**config.mk**
```make
export PLATFORM = sky130hd
export DESIGN_NAME = tbus_arbiter_flat
export DESIGN_NICKNAME = d
export VERILOG_FILES = /design/src/rtl/tbus_arbiter_pkg.sv /design/src/rtl/tbus_arbiter_if.sv /design/src/rtl/tbus_arbiter_rr_pick.sv /design/src/rtl/tbus_arbiter.sv /design/src/flat_wrapper.sv
export SDC_FILE = /design/constraint.sdc
export NUM_CORES = 1
export LEC_CHECK = 0
export BUFFER_PORTS_ARGS = -buffer_cell sky130_fd_sc_hd__buf_2
export CAP_MARGIN = 10
export CORE_UTILIZATION = 50
export DETAILED_ROUTE_END_ITERATION = 16
export PLACE_DENSITY = 0.74
export SYNTH_ARGS = -nofsm -noshare
export SYNTH_HDL_FRONTEND = slang
export SYNTH_HIERARCHICAL = 1
export SYNTH_SLANG_ARGS = --single-unit
```
**constraint.sdc**
```tcl
create_clock -name clk -period 5.1 [get_ports clk]
set_clock_uncertainty 0.05 [all_clocks]
set_input_delay 0.255 -clock clk [delete_from_list [all_inputs] [get_ports clk]]
set_output_delay 0.255 -clock clk [all_outputs]
set_load 0.05 [all_outputs]
```
**src/rtl/tbus_arbiter_pkg.sv**
```systemverilog
// -----------------------------------------------------------------------------
// tbus_pkg
// Shared types and helpers for the tristate-bus arbiter and for other blocks
// that reuse its round-robin picker.
//   state_e    : arbiter FSM states (IDLE, SETTLE, XFER, CLOSE, DEAD)
//   clog2      : ceiling log2 for elaboration-time width computation
//   ptr_w      : width of a requester index for n requesters
//   cnt_w      : width of a counter that must hold the value max_val
//   onehot     : one-hot vector (MAX_REQ bits) with bit idx set
// -----------------------------------------------------------------------------
package tbus_pkg;

  // Widest requester vector any instance may use.
  localparam int MAX_REQ = 8;

  // Default instance configuration.
  localparam int DEF_N_REQ       = 4;
  localparam int DEF_DEAD_CYCLES = 1;
  localparam int DEF_MAX_HOLD    = 8;

  typedef enum logic [2:0] {
    IDLE   = 3'd0,
    SETTLE = 3'd1,
    XFER   = 3'd2,
    CLOSE  = 3'd3,
    DEAD   = 3'd4
  } state_e;

  function automatic int clog2(input int value);
    int result;
    result = 0;
    for (int i = 0; i < 31; i++) begin
      if ((1 << i) < value) result = i + 1;
    end
    return result;
  endfunction

  function automatic int ptr_w(input int n);
    return clog2(n);
  endfunction

  function automatic int cnt_w(input int max_val);
    return clog2(max_val + 1);
  endfunction

  function automatic logic [MAX_REQ-1:0] onehot(input int idx);
    return MAX_REQ'(1) << idx;
  endfunction

endpackage

```
**src/rtl/tbus_arbiter_if.sv**
```systemverilog
// -----------------------------------------------------------------------------
// tbus_arbiter_if
// Bundle between the requesters / driver banks and the tristate-bus arbiter.
//   req        : level requests, bit i = requester i wants the bus
//   gnt        : one-hot current owner, 0 while the bus is unowned
//   drv_en     : TINV EN per driver bank
//   drv_nen    : TINV nEN per driver bank, always ~drv_en
//   lat_clk    : destination latch CLK (transparent while high)
//   lat_nclk   : always ~lat_clk
//   busy       : arbiter is in any state other than IDLE
//   dbg_state  : current FSM state, for observation only
//   dbg_rr_ptr : current round-robin start index, for observation only
//
// Request/grant protocol: req[i] is a level, not a pulse, and is never
// latched. The arbiter samples req only when it arbitrates (in IDLE and on
// the last DEAD cycle); a request that drops before it is granted is lost.
// Once granted, the owner keeps the bus while req[i] stays high, up to the
// hold limit, and gives it up the cycle after req[i] is sampled low.
// Every output is registered, so there is no path from req to any output
// within a cycle.
// -----------------------------------------------------------------------------
interface tbus_arbiter_if import tbus_pkg::*; #(
  parameter int N_REQ = DEF_N_REQ
);

  localparam int PTR_W = ptr_w(N_REQ);

  logic [N_REQ-1:0] req;
  logic [N_REQ-1:0] gnt;
  logic [N_REQ-1:0] drv_en;
  logic [N_REQ-1:0] drv_nen;
  logic             lat_clk;
  logic             lat_nclk;
  logic             busy;
  state_e           dbg_state;
  logic [PTR_W-1:0] dbg_rr_ptr;

  // Requester / bench side.
  modport master (
    output req,
    input  gnt, drv_en, drv_nen, lat_clk, lat_nclk, busy, dbg_state, dbg_rr_ptr
  );

  // Arbiter side.
  modport slave (
    input  req,
    output gnt, drv_en, drv_nen, lat_clk, lat_nclk, busy, dbg_state, dbg_rr_ptr
  );

endinterface

```
**src/rtl/tbus_arbiter_rr_pick.sv**
```systemverilog
// -----------------------------------------------------------------------------
// rr_pick
// Combinational round-robin picker: returns the first set bit of req_i found
// scanning upward from rr_ptr_i and wrapping around.
//   req_i    : request vector
//   rr_ptr_i : index with highest priority this round
//   win_o    : index of the winner (0 when valid_o is low)
//   valid_o  : at least one request bit is set
// -----------------------------------------------------------------------------
module rr_pick import tbus_pkg::*; #(
  parameter  int N_REQ = DEF_N_REQ,
  localparam int PTR_W = ptr_w(N_REQ)
) (
  input  logic [N_REQ-1:0] req_i,
  input  logic [PTR_W-1:0] rr_ptr_i,
  output logic [PTR_W-1:0] win_o,
  output logic             valid_o
);

  always_comb begin
    win_o   = '0;
    valid_o = 1'b0;
    // Offset k walks the ring starting at rr_ptr_i; the first hit wins.
    for (int k = 0; k < N_REQ; k++) begin
      if (!valid_o && req_i[(int'(rr_ptr_i) + k) % N_REQ]) begin
        win_o   = PTR_W'((int'(rr_ptr_i) + k) % N_REQ);
        valid_o = 1'b1;
      end
    end
  end

endmodule

```
**src/rtl/tbus_arbiter.sv**
```systemverilog
// -----------------------------------------------------------------------------
// tbus_arbiter
// Round-robin arbiter for a shared internal tristate bus built from TINV
// driver banks, with a D-latch destination register.
//   clk    : system clock, rising edge
//   rst_n  : asynchronous active-low reset
//   bus    : tbus_arbiter_if.slave (req in; gnt, drv_en/nen, lat_clk/nclk,
//            busy and debug state out)
//
// Grant sequence per owner:
//   SETTLE : driver bank on, latch closed; bus settles
//   XFER   : driver bank on, latch transparent; up to MAX_HOLD cycles
//   CLOSE  : latch closes while the driver still holds the data
//   DEAD   : all drivers off for DEAD_CYCLES (break-before-make)
// -----------------------------------------------------------------------------
module tbus_arbiter import tbus_pkg::*; #(
  parameter int N_REQ       = DEF_N_REQ,
  parameter int DEAD_CYCLES = DEF_DEAD_CYCLES,
  parameter int MAX_HOLD    = DEF_MAX_HOLD
) (
  input  logic          clk,
  input  logic          rst_n,
  tbus_arbiter_if.slave bus
);

  localparam int PTR_W  = ptr_w(N_REQ);
  localparam int HOLD_W = cnt_w(MAX_HOLD);
  localparam int DEAD_W = cnt_w(DEAD_CYCLES);

  localparam logic [PTR_W-1:0]  LAST_IDX  = PTR_W'(N_REQ - 1);
  localparam logic [HOLD_W-1:0] HOLD_LIM  = HOLD_W'(MAX_HOLD);
  localparam logic [DEAD_W-1:0] DEAD_LIM  = DEAD_W'(DEAD_CYCLES);
  localparam logic [HOLD_W-1:0] HOLD_ONE  = HOLD_W'(1);
  localparam logic [DEAD_W-1:0] DEAD_ONE  = DEAD_W'(1);

  // ---------------------------------------------------------------------------
  // State
  // ---------------------------------------------------------------------------
  state_e            state_q,   state_d;
  logic [PTR_W-1:0]  owner_q,   owner_d;
  logic [PTR_W-1:0]  rr_ptr_q,  rr_ptr_d;
  logic [HOLD_W-1:0] hold_q,    hold_d;
  logic [DEAD_W-1:0] dead_q,    dead_d;

  // Registered outputs.
  logic [N_REQ-1:0]  gnt_q;
  logic [N_REQ-1:0]  drv_en_q;
  logic [N_REQ-1:0]  drv_nen_q;
  logic              lat_clk_q;
  logic              lat_nclk_q;
  logic              busy_q;

  // Next values of the output registers.
  logic [N_REQ-1:0]  en_d;
  logic              lat_d;

  // ---------------------------------------------------------------------------
  // Arbitration
  // ---------------------------------------------------------------------------
  logic [PTR_W-1:0]  pick_idx;
  logic              pick_valid;
  logic [N_REQ-1:0]  owner_oh;
  logic [N_REQ-1:0]  pick_oh;
  logic [PTR_W-1:0]  next_ptr;

  rr_pick #(.N_REQ(N_REQ)) u_pick (
    .req_i    (bus.req),
    .rr_ptr_i (rr_ptr_q),
    .win_o    (pick_idx),
    .valid_o  (pick_valid)
  );

  assign owner_oh = N_REQ'(onehot(int'(owner_q)));
  assign pick_oh  = N_REQ'(onehot(int'(pick_idx)));
  // The released owner drops to lowest priority for the next round.
  assign next_ptr = (owner_q == LAST_IDX) ? '0 : owner_q + PTR_W'(1);

  // ---------------------------------------------------------------------------
  // Next-state logic. en_d/lat_d describe the outputs of the state being
  // entered, so the registered outputs line up with state_q.
  // ---------------------------------------------------------------------------
  always_comb begin
    state_d  = state_q;
    owner_d  = owner_q;
    rr_ptr_d = rr_ptr_q;
    hold_d   = hold_q;
    dead_d   = dead_q;
    en_d     = '0;
    lat_d    = 1'b0;

    unique case (state_q)
      IDLE: begin
        if (pick_valid) begin
          state_d = SETTLE;
          owner_d = pick_idx;
          en_d    = pick_oh;
        end
      end

      // The owner's request is not looked at here: every grant gets at
      // least one transparent latch cycle.
      SETTLE: begin
        state_d = XFER;
        hold_d  = HOLD_ONE;
        en_d    = owner_oh;
        lat_d   = 1'b1;
      end

      // hold_q counts XFER cycles already spent, starting at 1.
      XFER: begin
        en_d = owner_oh;
        if (!bus.req[owner_q] || (hold_q == HOLD_LIM)) begin
          state_d  = CLOSE;
          rr_ptr_d = next_ptr;
          hold_d   = '0;
        end else begin
          hold_d = hold_q + HOLD_ONE;
          lat_d  = 1'b1;
        end
      end

      // Driver stays on for one cycle after the latch closes so the latch
      // never sees the bus float while transparent.
      CLOSE: begin
        state_d = DEAD;
        dead_d  = DEAD_ONE;
      end

      DEAD: begin
        if (dead_q == DEAD_LIM) begin
          dead_d = '0;
          if (pick_valid) begin
            state_d = SETTLE;
            owner_d = pick_idx;
            en_d    = pick_oh;
          end else begin
            state_d = IDLE;
          end
        end else begin
          dead_d = dead_q + DEAD_ONE;
        end
      end

      default: begin
        state_d = IDLE;
      end
    endcase
  end

  // ---------------------------------------------------------------------------
  // Registers. Reset drops every driver and closes the latch without a clock.
  // ---------------------------------------------------------------------------
  always_ff @(posedge clk or negedge rst_n) begin
    if (!rst_n) begin
      state_q    <= IDLE;
      owner_q    <= '0;
      rr_ptr_q   <= '0;
      hold_q     <= '0;
      dead_q     <= '0;
      gnt_q      <= '0;
      drv_en_q   <= '0;
      drv_nen_q  <= '1;
      lat_clk_q  <= 1'b0;
      lat_nclk_q <= 1'b1;
      busy_q     <= 1'b0;
    end else begin
      state_q    <= state_d;
      owner_q    <= owner_d;
      rr_ptr_q   <= rr_ptr_d;
      hold_q     <= hold_d;
      dead_q     <= dead_d;
      gnt_q      <= en_d;
      drv_en_q   <= en_d;
      drv_nen_q  <= ~en_d;
      lat_clk_q  <= lat_d;
      lat_nclk_q <= ~lat_d;
      busy_q     <= (state_d != IDLE);
    end
  end

  // ---------------------------------------------------------------------------
  // Outputs
  // ---------------------------------------------------------------------------
  assign bus.gnt        = gnt_q;
  assign bus.drv_en     = drv_en_q;
  assign bus.drv_nen    = drv_nen_q;
  assign bus.lat_clk    = lat_clk_q;
  assign bus.lat_nclk   = lat_nclk_q;
  assign bus.busy       = busy_q;
  assign bus.dbg_state  = state_q;
  assign bus.dbg_rr_ptr = rr_ptr_q;

endmodule

```
**src/flat_wrapper.sv**
```systemverilog
// flat-port wrapper written by rule: the top's interface ports become plain ports
module tbus_arbiter_flat import tbus_pkg::*;
#(
  parameter int N_REQ       = DEF_N_REQ,
  parameter int DEAD_CYCLES = DEF_DEAD_CYCLES,
  parameter int MAX_HOLD    = DEF_MAX_HOLD
)
  (clk, rst_n, bus_req, bus_gnt, bus_drv_en, bus_drv_nen, bus_lat_clk, bus_lat_nclk, bus_busy, bus_dbg_state, bus_dbg_rr_ptr);
  tbus_arbiter_if #(.N_REQ(N_REQ)) bus_i ();
  input  logic clk;
  input  logic rst_n;
  input wire logic [$bits(bus_i.req)-1:0] bus_req;
  output wire logic [$bits(bus_i.gnt)-1:0] bus_gnt;
  output wire logic [$bits(bus_i.drv_en)-1:0] bus_drv_en;
  output wire logic [$bits(bus_i.drv_nen)-1:0] bus_drv_nen;
  output wire logic [$bits(bus_i.lat_clk)-1:0] bus_lat_clk;
  output wire logic [$bits(bus_i.lat_nclk)-1:0] bus_lat_nclk;
  output wire logic [$bits(bus_i.busy)-1:0] bus_busy;
  output wire logic [$bits(bus_i.dbg_state)-1:0] bus_dbg_state;
  output wire logic [$bits(bus_i.dbg_rr_ptr)-1:0] bus_dbg_rr_ptr;
  assign bus_i.req = bus_req;
  assign bus_gnt = bus_i.gnt;
  assign bus_drv_en = bus_i.drv_en;
  assign bus_drv_nen = bus_i.drv_nen;
  assign bus_lat_clk = bus_i.lat_clk;
  assign bus_lat_nclk = bus_i.lat_nclk;
  assign bus_busy = bus_i.busy;
  assign bus_dbg_state = bus_i.dbg_state;
  assign bus_dbg_rr_ptr = bus_i.dbg_rr_ptr;
  tbus_arbiter #(.N_REQ(N_REQ), .DEAD_CYCLES(DEAD_CYCLES), .MAX_HOLD(MAX_HOLD)) u_core (.clk(clk), .rst_n(rst_n), .bus(bus_i));
endmodule
```
### Word level (Yosys, flattened, before mapping)

Index checks and enable logic that the tools add are counted.

| operators by class | value |
|---|---|
| $add $sub $neg | 6 |
| $lt $le $gt $ge | 5 |
| equality and inequality tests | 7 |
| shift-type cells | 2 |
| mux-type cells | 39 |
| bitwise operators | 5 |
| reduce and logical (&&, ||, !) cells | 19 |

Operators by type and width:

| cell | number |
|---|---|
| $mux 1 | 15 |
| $pmux 3 s5 | 1 |
| $mux 2 | 7 |
| $lt 3x4->1 const B | 3 |
| $mux 4 | 3 |
| $pmux 4 s3 | 1 |
| $bmux 1 s2 | 5 |
| $mux 3 | 3 |
| $pmux 4 s2 | 1 |
| $reduce_or 2->1 | 4 |
| $shl 1x2->4 const A | 2 |
| $eq 3x2->1 const B | 2 |
| $lt 2x3->1 const B | 2 |
| $reduce_bool 2->1 | 3 |
| $add 2x1->2 const B | 2 |
| $add 2x2->2 const B | 2 |
| $add 4x1->4 const B | 1 |
| $eq 4x4->1 const B | 1 |
| $logic_not 1->1 | 4 |
| $not 4->4 | 1 |
| $pmux 1 s2 | 2 |
| $pmux 2 s2 | 1 |
| $reduce_and 2->1 | 2 |
| $and 1x1->1 const A | 3 |
| other kinds (10) | 12 |

| storage, ports and cells | value |
|---|---|
| register bits | 23 |
| input port bits | 6 |
| output and inout bits | 20 |
| logic and storage cells | 93 |

### Depth between registers and ports, before layout

Gate-level depths: netlist (run 1).

| depth | value |
|---|---|
| depth after elaboration | 19 |
| gate-level depth with buffers | 5 |
| gate-level depth less buffers | 5 |

### Hierarchy

The synthesis (run 1) kept the hierarchy.

Modules (own cells, without submodules):

| module | instances | cells an instance | area each (µm²) | seq. area each (µm²) |
|---|---|---|---|---|
| tbus_arbiter | 1 | 96 | 1114.8 | 581.8 |
| rr_pick | 1 | 15 | 77.6 | 0.0 |

### Worst setup path before layout (run 1)

OpenSTA, ideal clock, no wires.

| timing path | value |
|---|---|
| kind | register to register |
| start | register u_core.state_q[1], in the netlist u_core/bus.dbg_state[1] |
| end | register u_core.rr_ptr_q[0], in the netlist u_core/bus.dbg_rr_ptr[0] |
| setup time | 128 ps |
| data arrival time | 1724 ps |
| data required time | 4922 ps |
| path slack | 3198 ps |
| cell stages (with the launch flop) | 5 |
| period minus slack after synthesis | 1902 ps |
| path through | dfrtp_1 -> clkbuf_2 -> or3b_1 -> a21oi_4 -> mux2_1 |

| between the ends | value |
|---|---|
| cells in the longest elaborated chain, start to end | 2 |

RTL lines:

| element | RTL line | source |
|---|---|---|
| start: declaration | tbus_arbiter.sv:39 | `state_e state_q, state_d;` |
| start signal: assignment | tbus_arbiter.sv:167 | `state_q <= state_d;` |
| $eq 3x2->1 | tbus_arbiter.sv:91 | `unique case (state_q)` |
| $reduce_and 2->1 (no source line) | n/a |  |
| end signal: assignment | tbus_arbiter.sv:169 | `rr_ptr_q <= rr_ptr_d;` |
| end: declaration | tbus_arbiter.sv:41 | `logic [PTR_W-1:0] rr_ptr_q, rr_ptr_d;` |

Every way passes these cells.
A chain may end at the register's enable or synchronous reset.

### Worst setup path in the final report (run 1)

| timing path | value |
|---|---|
| start | register u_core.rr_ptr_q[1], in the netlist u_core/bus.dbg_rr_ptr[1] |
| end | register u_core.drv_en_q[1], in the netlist u_core/bus.drv_en[1] |

| between the ends | value |
|---|---|
| cells in the longest elaborated chain, start to end | 16 |
| elaborated cells on any way between the ends | 32 |
| classes of those cells | 3 x add/sub; 1 x shift; 22 x mux; 6 x reduce/logical |

RTL lines:

| element | RTL line | source |
|---|---|---|
| $add 2x1->2 or $bmux 1 s2 (tied branches) | tbus_arbiter_rr_pick.sv:25, tbus_arbiter_rr_pick.sv:26 |  |
| $bmux 1 s2 or $mux 1 (tied branches) | tbus_arbiter_rr_pick.sv:25 | `if (!valid_o && req_i[(int'(rr_ptr_i) + k) % N_REQ]) begin` |
| $mux 1 (not written as such) | tbus_arbiter_rr_pick.sv:25 |  |
| $mux 1 (not written as such) or $logic_not 1->1 (tied branches) | tbus_arbiter_rr_pick.sv:25 |  |
| $logic_and 1x1->1 | tbus_arbiter_rr_pick.sv:25 |  |
| $mux 1 | tbus_arbiter_rr_pick.sv:25 |  |
| $logic_not 1->1 | tbus_arbiter_rr_pick.sv:25 |  |
| $logic_and 1x1->1 | tbus_arbiter_rr_pick.sv:25 |  |
| (+2 left out) | n/a |  |
| $logic_and 1x1->1 | tbus_arbiter_rr_pick.sv:25 |  |
| $mux 2 * | tbus_arbiter_rr_pick.sv:25 |  |
| named net u_core.pick_idx[1] | tbus_arbiter.sv:60 | `logic [PTR_W-1:0] pick_idx;` |
| $shl 1x2->4 * | tbus_arbiter_pkg.sv:47 | `return MAX_REQ'(1) << idx;` |
| $mux 4 * | tbus_arbiter.sv:93, tbus_arbiter.sv:132 |  |
| $mux 4 | tbus_arbiter.sv:130 | `if (dead_q == DEAD_LIM) begin` |
| $pmux 4 s3 * | tbus_arbiter.sv:91 |  |
| named net u_core.en_d[1] | tbus_arbiter.sv:54 | `logic [N_REQ-1:0] en_d;` |
| end signal: assignment | tbus_arbiter.sv:173 | `drv_en_q <= en_d;` |
| end: declaration | tbus_arbiter.sv:47 | `logic [N_REQ-1:0] drv_en_q;` |

The timed path passes the listed nets; every way through them passes the cells marked *. The select of a mux whose other input is x is not followed.

==> impl_metrics.py, run 1 <==
metrics = {
    "clocking": {
        "clk_pin_slew_ns": 0.13,
        "clock-sinks": 23,
        "cts_max_path_buffers": 2,
        "clock_latency_ns": 0.32,
        "cts-htree-levels": 1,
        "cts_tree": "built",
        "cts_root_buf": "clkbuf_4",
        "cts_setup_buffers": 0,
        "cts_made_buffers": 3,
    },
    "synthesis": {
        "async_flop_share": 1.00,
        "synth_cells": 111,
        "ys_seq_area_frac": 0.488,
        "post-synth-top-area-cell": "dfrtp_1",
        "synth.avg_cell_area_um2": 10.7,
        "yosysWarnings": 6,
        "ys_types": 43,
        "syn_area_um2": 1190,
        "ys_top_cells_by_area": "dfrtp_1 38%, dfstp_2 11%, ha_1 6.3%",
        "ys_ff_latch": 23,
        "synth_ff_type": "dfrtp_1",
        "yosysTopAreaCellShare": 0.378,
        "synth-edff-count": 0,
        "synth_fp_nets": 123,
    },
    "floorplan": {
        "rows": 17,
        "io_pins": 26,
        "initial_core_util": 0.534,
        "die_area_um2": 2580,
        "chipHeight_um": 50.8,
        "die_w_um": 50.8,
        "core_area_um2": 2230,
    },
    "drt": {
        "dr.pass1.iters": 4,
        "drtAntennaViolNets": 0,
        "drt_first_iter_violations": 19,
        "vias": 917,
        "routedWlPerCell_um": 13.5,
        "viasPerCell": 5.70,
        "drc": 0,
        "wl_um": 2170,
    },
    "place": {
        "io_buffer_count": 25,
        "post_dp_cell_area_um2": 1300,
        "dpl.hpwl_um": 1600,
        "place_ws_ns": 3.36,
        "gp_congestion": 0.822,
    },
    "timing": {
        "setup_violations": 0,
        "tns_ns": 0,
        "period_share": 0.357,
        "slew_headroom": 0.553,
        "hold_ws_ns": 0.361,
        "slew_violations": 0,
        "fin_ws_ns": 3.28,
        "rsz0062_at_grt": "false",
        "fmaxAchievable_mhz": 549,
        "tightest_slew_ns": 0.671,
        "finalHoldViolCount": 0,
        "finalCriticalPeriod_ns": 1.82,
    },
    "layout": {
        "nNetsFinal": 146,
        "multi_input_area_um2": 509,
        "ff_latch_area_um2": 582,
        "syn_to_final_growth_pct": 12.5,
        "antenna_cells": 0,
        "fillers": 198,
        "layout-drive-gt1-share": 0.293,
        "final_cell_area_um2": 1340,
    },
    "grt": {
        "grt_usage": 0.198,
        "grt_max_degree": 24,
        "antenna_found_initial": 0,
        "grt_pass1_vias": 796,
        "grt_pass1_wl_um": 3680,
        "overflow": 0,
    },
    "worst_setup_path": {
        "critical_path_class": "flop to flop",
        "crit_top_cell": "a21oi_1",
        "worstPathCellList": "a21oi_1 -> o21ai_0 -> a21oi_1 -> and4b_1 -> a22o_1",
        "worstPathRequired_ns": 5.27,
        "rr_worst_depth": 5,
        "crit_fanout": 6,
        "critPathLaunchType": "flop",
        "critPathArrivalTime_ns": 2.00,
        "cp_slowest_stage_delay_ns": 0.47,
        "crit_family": "compound AO/OA/AOI/OAI gates",
        "endpoint_kind": "flop",
        "crit_path_top_delay_cell": "dfrtp_1",
        "path_buf_inv": 0,
        "cp.depth": 5,
    },
    "min_path": {
        "hold_path.class": "primary input to async pin",
    },
    "outcome": {
        "outcome": "finished, final reports clean",
    },
    "run": {
        "maxCapViolCount": 0,
    },
}
final timing paths:
path | from | end | slack (ns)
worst max-delay path | u_core/bus.dbg_rr_ptr[1] | u_core/bus.drv_en[1] | 3.28
worst min-delay path | rst_n | u_core/bus.dbg_rr_ptr[1] | 0.36
worst max register to register | u_core/bus.dbg_rr_ptr[1] | u_core/bus.drv_en[1] | 3.28
worst min register to register | u_core/hold_q[3] | u_core/hold_q[3] | 0.51
max in group asynchronous | rst_n | u_core/bus.lat_nclk | 4.27
min in group clk | bus_req[2] | u_core/bus.drv_en[2] | 0.46
layout by cell type, fill, tap and decap left out, types with 2 or more instances in the layout:
| cell | n |
|---|---|
| a21oi_1 | 6 |
| a2bb2oi_1 | 2 |
| buf_2 | 25 |
| clkbuf_4 | 3 |
| dfrtp_1 | 18 |
| dfstp_2 | 5 |
| ha_1 | 6 |
| inv_1 | 12 |
| mux2_1 | 2 |
| nand2_1 | 5 |
| nand2b_1 | 3 |
| nand3_1 | 4 |
| nand4_1 | 3 |
| nor2_1 | 3 |
| o21ai_0 | 5 |
| o221ai_1 | 2 |
| o2bb2ai_1 | 2 |
| xor2_1 | 2 |
final cells by class:
type | count | area share
well taps | 28 | 0.0261
inverters | 14 | 0.0392
multi-input cells | 66 | 0.380
clock inverters | 1 | 0.00373
repair buffers | 26 | 0.101
flip-flops and latches | 23 | 0.434
clock buffers | 3 | 0.0168
metal layers:
metal	vias up	track usage	wire length (um)
met3	6	0.0268	94
met4	0	0.125	55
met2	29	0.296	983
met1	442	0.271	1040
met5	-	0	0
li1	440	-	-
Yosys cell counts (all sizes together) (2+ instances only):
master / n
o21ai: 5
nor2: 3
nand4: 3
clkbuf: 2
nand2: 5
mux2: 3
ha: 6
o2bb2ai: 2
xor2: 2
nand2b: 3
buf: 6
nand3: 4
inv: 13
a2bb2oi: 2
o221ai: 2
dfstp: 5
a21oi: 7
dfrtp: 18
timing repair:
| item | 4_1_cts | 5_1_grt |
|---|---|---|
| endpoints found under the hold margin | 18 | 0 |
| hold buffers | 1 | 0 |
| gates resized for setup | 0 | 0 |
state kept, by name, summed over array words and instances, names as in the netlist, 2 cells and up:
| register | flops |
|---|---|
| u_core/owner_q | 2 |
| u_core/bus.dbg_rr_ptr | 2 |
| u_core/bus.drv_nen | 4 |
| u_core/bus.dbg_state | 3 |
| u_core/bus.drv_en | 4 |
| u_core/hold_q | 4 |
logic make-up (layout without fill, tap and decap cells):
group           count (synthesis)  count (layout)  synth area share
xor+xnor                        2               2            0.0147
fa+ha+maj                       6               6            0.0630
simple gates                   25              25             0.120
flops                          23              23             0.488
buf+inv                        22              44            0.0850
compound gates                 29              29             0.183
mux                             4               4            0.0472
per-stage QoR:
step                cells   util
floorplan             111      -
global placement      156  0.584
finish                161  0.601
CTS                   161  0.601
detailed placement    156  0.584
global route          161  0.601
Power of run 1 is left out: the tool's default activity adds up to more than one toggle a clock period on the data nets, which glitch-free logic cannot reach.
==> inputs of run 2 (changes only) <==
==> constraint.sdc (replaced) <==
create_clock -name clk -period 1.7 [get_ports clk]
set_clock_uncertainty 0.05 [all_clocks]
set_input_delay 0.085 -clock clk [delete_from_list [all_inputs] [get_ports clk]]
set_output_delay 0.085 -clock clk [all_outputs]
set_load 0.05 [all_outputs]
==> impl_metrics.py, run 2 (synthesis results as in run 1) <==
metrics = {
    "grt": {
        "grt_max_degree": 24,
        "overflow": 0,
        "antenna_found_initial": 0,
        "grt_pass1_wl_um": 4010,
        "groute.layer.met2.usage": 0.353,
        "met1_usage": 0.284,
        "grt_pass1_vias": 871,
        "grt.busiest_layer": "met2",
        "grt_usage": 0.214,
        "met3_usage": 0.0268,
    },
    "layout": {
        "multi_input_area_um2": 512,
        "layout_common_cells": "25 x buf_2, 13 x dfrtp_1, 12 x inv_1, 7 x buf_4",
        "layout-drive-gt1-share": 0.371,
        "final_common_cell": "buf_2",
        "final_cells": 168,
        "ff_latch_area_um2": 588,
        "antenna_cells": 0,
        "fillers": 191,
        "final_cell_area_um2": 1400,
        "syn_to_final_growth_pct": 17.6,
        "nNetsFinal": 153,
    },
    "timing": {
        "slew_violations": 0,
        "slew_headroom": 0.669,
        "setup_violations": 0,
        "fin_ws_ns": 0.0979,
        "rsz0062_at_grt": "false",
        "period_share": 0.942,
        "finalCriticalPeriod_ns": 1.60,
        "tns_ns": 0,
        "tightest_slew_ns": 0.496,
        "fmaxAchievable_mhz": 624,
        "finalHoldViolCount": 0,
    },
    "floorplan": {
        "die_area_um2": 2580,
        "initial_core_util": 0.534,
        "die_w_um": 50.8,
        "rows": 17,
        "io_pins": 26,
        "core_area_um2": 2230,
        "chipHeight_um": 50.8,
    },
    "clocking": {
        "cts_made_buffers": 3,
        "cts_tree": "built",
        "clk_pin_slew_ns": 0.13,
        "clock-sinks": 23,
        "cts-htree-levels": 1,
        "cts_root_buf": "clkbuf_4",
        "clock_latency_ns": 0.31,
        "cts_max_path_buffers": 2,
        "postCtsResizedCells": 0,
    },
    "drt": {
        "viasPerCell": 5.60,
        "drt_first_iter_violations": 28,
        "routedWlPerCell_um": 14.3,
        "dr.pass1.iters": 4,
        "wl_um": 2400,
        "drtAntennaViolNets": 0,
        "vias": 941,
        "drc": 0,
    },
    "place": {
        "gp_congestion": 0.824,
        "dpl.hpwl_um": 1780,
        "place_inst": 163,
        "place_ws_ns": 0.117,
        "post_dp_cell_area_um2": 1370,
        "io_buffer_count": 25,
    },
    "worst_setup_path": {
        "critical_path_class": "flop to flop",
        "critPathArrivalTime_ns": 1.75,
        "critPathLaunchType": "flop",
        "worstPathRequired_ns": 1.85,
        "endpoint_kind": "flop",
        "crit_fanout": 2,
    },
    "outcome": {
        "outcome": "finished, final reports clean",
    },
    "min_path": {
        "hold_path.class": "primary input to async pin",
    },
    "run": {
        "maxCapViolCount": 0,
    },
}
[run 2: what timing repair did]
action / 4_1_cts / 5_1_grt
buffers inserted: 0 / 0
hold endpoints to repair: 18 / 0
hold buffers: 1 / 0
[run 2: cell type report]
type | instances | share of cell area
Multi-Input combinational cell | 66 | 0.365
Clock inverter | 1 | 0.00357
Timing Repair Buffer | 33 | 0.134
Inverter | 14 | 0.0375
Sequential cell | 23 | 0.419
Tap cell | 28 | 0.0250
Clock buffer | 3 | 0.0161
[run 2: final timing paths]
check,to,cells past startpoint,slack [ns],startpoint
max,u_core/bus.dbg_rr_ptr[0],3,0.1,u_core/owner_q[0]
min,u_core/hold_q[3],2,0.20,rst_n
max reg2reg,u_core/bus.dbg_rr_ptr[0],3,0.1,u_core/owner_q[0]
min reg2reg,u_core/hold_q[3],1,0.52,u_core/hold_q[3]
max in group asynchronous,u_core/bus.dbg_rr_ptr[1],2,1.03,rst_n
min in group clk,u_core/bus.drv_nen[1],5,0.27,bus_req[1]
[run 2: worst max-delay path, cell delays in order, from the launching register on]
cell and delay, ns:
dfrtp_1 0.40, mux4_2 0.55, a21oi_4 0.15, mux2_1 0.34
[run 2: per-stage QoR]
| step | hold WS (ns) | utilization |
|---|---|---|
| floorplan | -0.261 | - |
| global placement | 0.0293 | 0.611 |
| detailed placement | 0.0343 | 0.611 |
| CTS | 0.220 | 0.628 |
| global route | 0.257 | 0.628 |
| finish | 0.205 | 0.628 |
[run 2: layer usage]
layer  part of all wire  up-vias
met4             0.0096        0
met3              0.030        4
li1                   -      452
met5                  0        -
met2               0.49       27
met1               0.47      458
Power of run 2 is left out for the same reason.
==> inputs of run 3 (changes only) <==
--- a/config.mk
+++ b/config.mk
@@ -7,9 +7,11 @@
 export LEC_CHECK = 0
 export BUFFER_PORTS_ARGS = -buffer_cell sky130_fd_sc_hd__buf_2
 export CAP_MARGIN = 10
-export CORE_UTILIZATION = 50
+export CELL_PAD_IN_SITES_DETAIL_PLACEMENT = 0
+export CELL_PAD_IN_SITES_GLOBAL_PLACEMENT = 1
+export CORE_UTILIZATION = 41
 export DETAILED_ROUTE_END_ITERATION = 16
-export PLACE_DENSITY = 0.74
+export PLACE_DENSITY = 0.77
 export SYNTH_ARGS = -nofsm -noshare
 export SYNTH_HDL_FRONTEND = slang
 export SYNTH_HIERARCHICAL = 1
==> impl_metrics.py, run 3 (synthesis results as in run 1) <==
metrics = {
    "drt": {
        "viasPerCell": 5.34,
        "routedWlPerCell_um": 13.9,
        "drt_first_iter_violations": 42,
        "drc": 0,
        "vias": 918,
        "wl_um": 2390,
        "dr.pass1.iters": 4,
        "drtAntennaViolNets": 0,
    },
    "timing": {
        "finalHoldViolCount": 0,
        "period_share": 0.932,
        "rsz0062_at_grt": "false",
        "setup_violations": 0,
        "fmaxAchievable_mhz": 631,
        "slew_headroom": 0.660,
        "slew_violations": 0,
        "finalCriticalPeriod_ns": 1.58,
        "tightest_slew_ns": 0.510,
    },
    "worst_setup_path": {
        "cp_slowest_stage_delay_ns": 0.55,
        "worstPathRequired_ns": 1.86,
        "rr_startpoint": "u_core/owner_q[0]",
        "path_buf_inv": 0,
        "crit_path_top_delay_cell": "mux4_2",
        "worstPathCellList": "mux4_2 -> a21oi_4 -> mux2_1",
        "crit_family": "multiplexers",
        "rr_worst_depth": 3,
        "critical_path_class": "flop to flop",
        "endpoint_kind": "flop",
        "critPathArrivalTime_ns": 1.74,
        "critPathLaunchType": "flop",
        "r2r-end": "u_core/bus.dbg_rr_ptr[0]",
        "crit_fanout": 2,
        "r2r_slack_ns": 0.12,
    },
    "floorplan": {
        "rows": 19,
        "io_pins": 26,
        "die_area_um2": 3130,
        "core_area_um2": 2760,
        "die_w_um": 55.9,
        "chipHeight_um": 55.9,
        "initial_core_util": 0.432,
    },
    "layout": {
        "fin_util": 0.515,
        "nNetsFinal": 154,
        "layout_common_cells": "25 x buf_2, 13 x dfrtp_1, 12 x inv_1, 8 x buf_4",
        "final_cells": 172,
        "antenna_cells": 0,
        "final_common_cell": "buf_2",
        "syn_to_final_growth_pct": 19.0,
        "fillers": 261,
        "final_cell_area_um2": 1420,
        "layout-drive-gt1-share": 0.383,
    },
    "place": {
        "dpl.hpwl_um": 1820,
        "gp_congestion": 0.750,
        "place_inst": 167,
        "io_buffer_count": 25,
        "post_dp_cell_area_um2": 1380,
    },
    "run": {
        "maxCapViolCount": 0,
    },
    "grt": {
        "grt_pass1_vias": 902,
        "grt_max_degree": 24,
        "grt_usage": 0.170,
        "antenna_found_initial": 0,
        "grt_pass1_wl_um": 4110,
        "overflow": 0,
    },
    "clocking": {
        "clock-sinks": 23,
        "clock_latency_ns": 0.31,
        "clk_pin_slew_ns": 0.13,
        "cts_max_path_buffers": 2,
        "cts_made_buffers": 3,
        "cts_root_buf": "clkbuf_4",
        "cts_tree": "built",
        "cts_setup_buffers": 0,
        "cts-htree-levels": 1,
    },
    "min_path": {
        "hold_path.class": "primary input to async pin",
    },
    "outcome": {
        "outcome": "finished, final reports clean",
    },
}
==> run 3: timing repair <==
item,4_1_cts,5_1_grt
hold endpoints to repair,18,0
hold buffers,1,0
endpoints found under the setup margin,0,1
resized for setup,0,1
==> run 3: how the worst max path moves through the flow <==
stage	slack, ns	start	cells past startpoint	endpoint
final	0.12	u_core/owner_q[0]	3	u_core/bus.dbg_rr_ptr[0]
after global routing	0.04	u_core/owner_q[0]	4	u_core/hold_q[2]
after CTS	0.10	u_core/owner_q[0]	3	u_core/bus.dbg_rr_ptr[0]
after detailed placement	0.12	u_core/owner_q[0]	3	u_core/bus.dbg_rr_ptr[0]
after global placement	0.16	u_core/owner_q[0]	3	u_core/bus.dbg_rr_ptr[0]
after floorplan	-0.02	u_core/bus.dbg_state[1]	4	u_core/bus.dbg_rr_ptr[0]
==> run 3: final cells by class <==
class | instances | area (um2) | share of cell area
tap | 31 | 38.8 | 0.0273
timing repair buffer | 34 | 195 | 0.138
inverter | 14 | 52.6 | 0.0370
sequential | 23 | 588 | 0.414
multi-input combinational | 66 | 517 | 0.364
clock inverter | 1 | 5.00 | 0.00353
clock buffer | 3 | 22.5 | 0.0159
==> run 3: routing by layer <==
| layer | track usage | wire, um | up-vias |
|---|---|---|---|
| li1 | - | - | 451 |
| met1 | 0.222 | 1080 | 434 |
| met2 | 0.277 | 1160 | 29 |
| met3 | 0.0302 | 101 | 4 |
| met4 | 0.0801 | 48 | 0 |
| met5 | 0 | 0 | - |
==> run 3: stage by stage <==
| stage | setup slack, ns | hold WS [ns] | setup TNS [ns] |
|---|---|---|---|
| after floorplan | -0.0212 | -0.261 | -0.0423 |
| after global placement | 0.164 | 0.0318 | 0 |
| after detailed placement | 0.120 | 0.0397 | 0 |
| after CTS | 0.105 | 0.220 | 0 |
| after global routing | 0.0422 | 0.254 | 0 |
| final | 0.116 | 0.204 | 0 |
Power of run 3 is left out for the same reason.
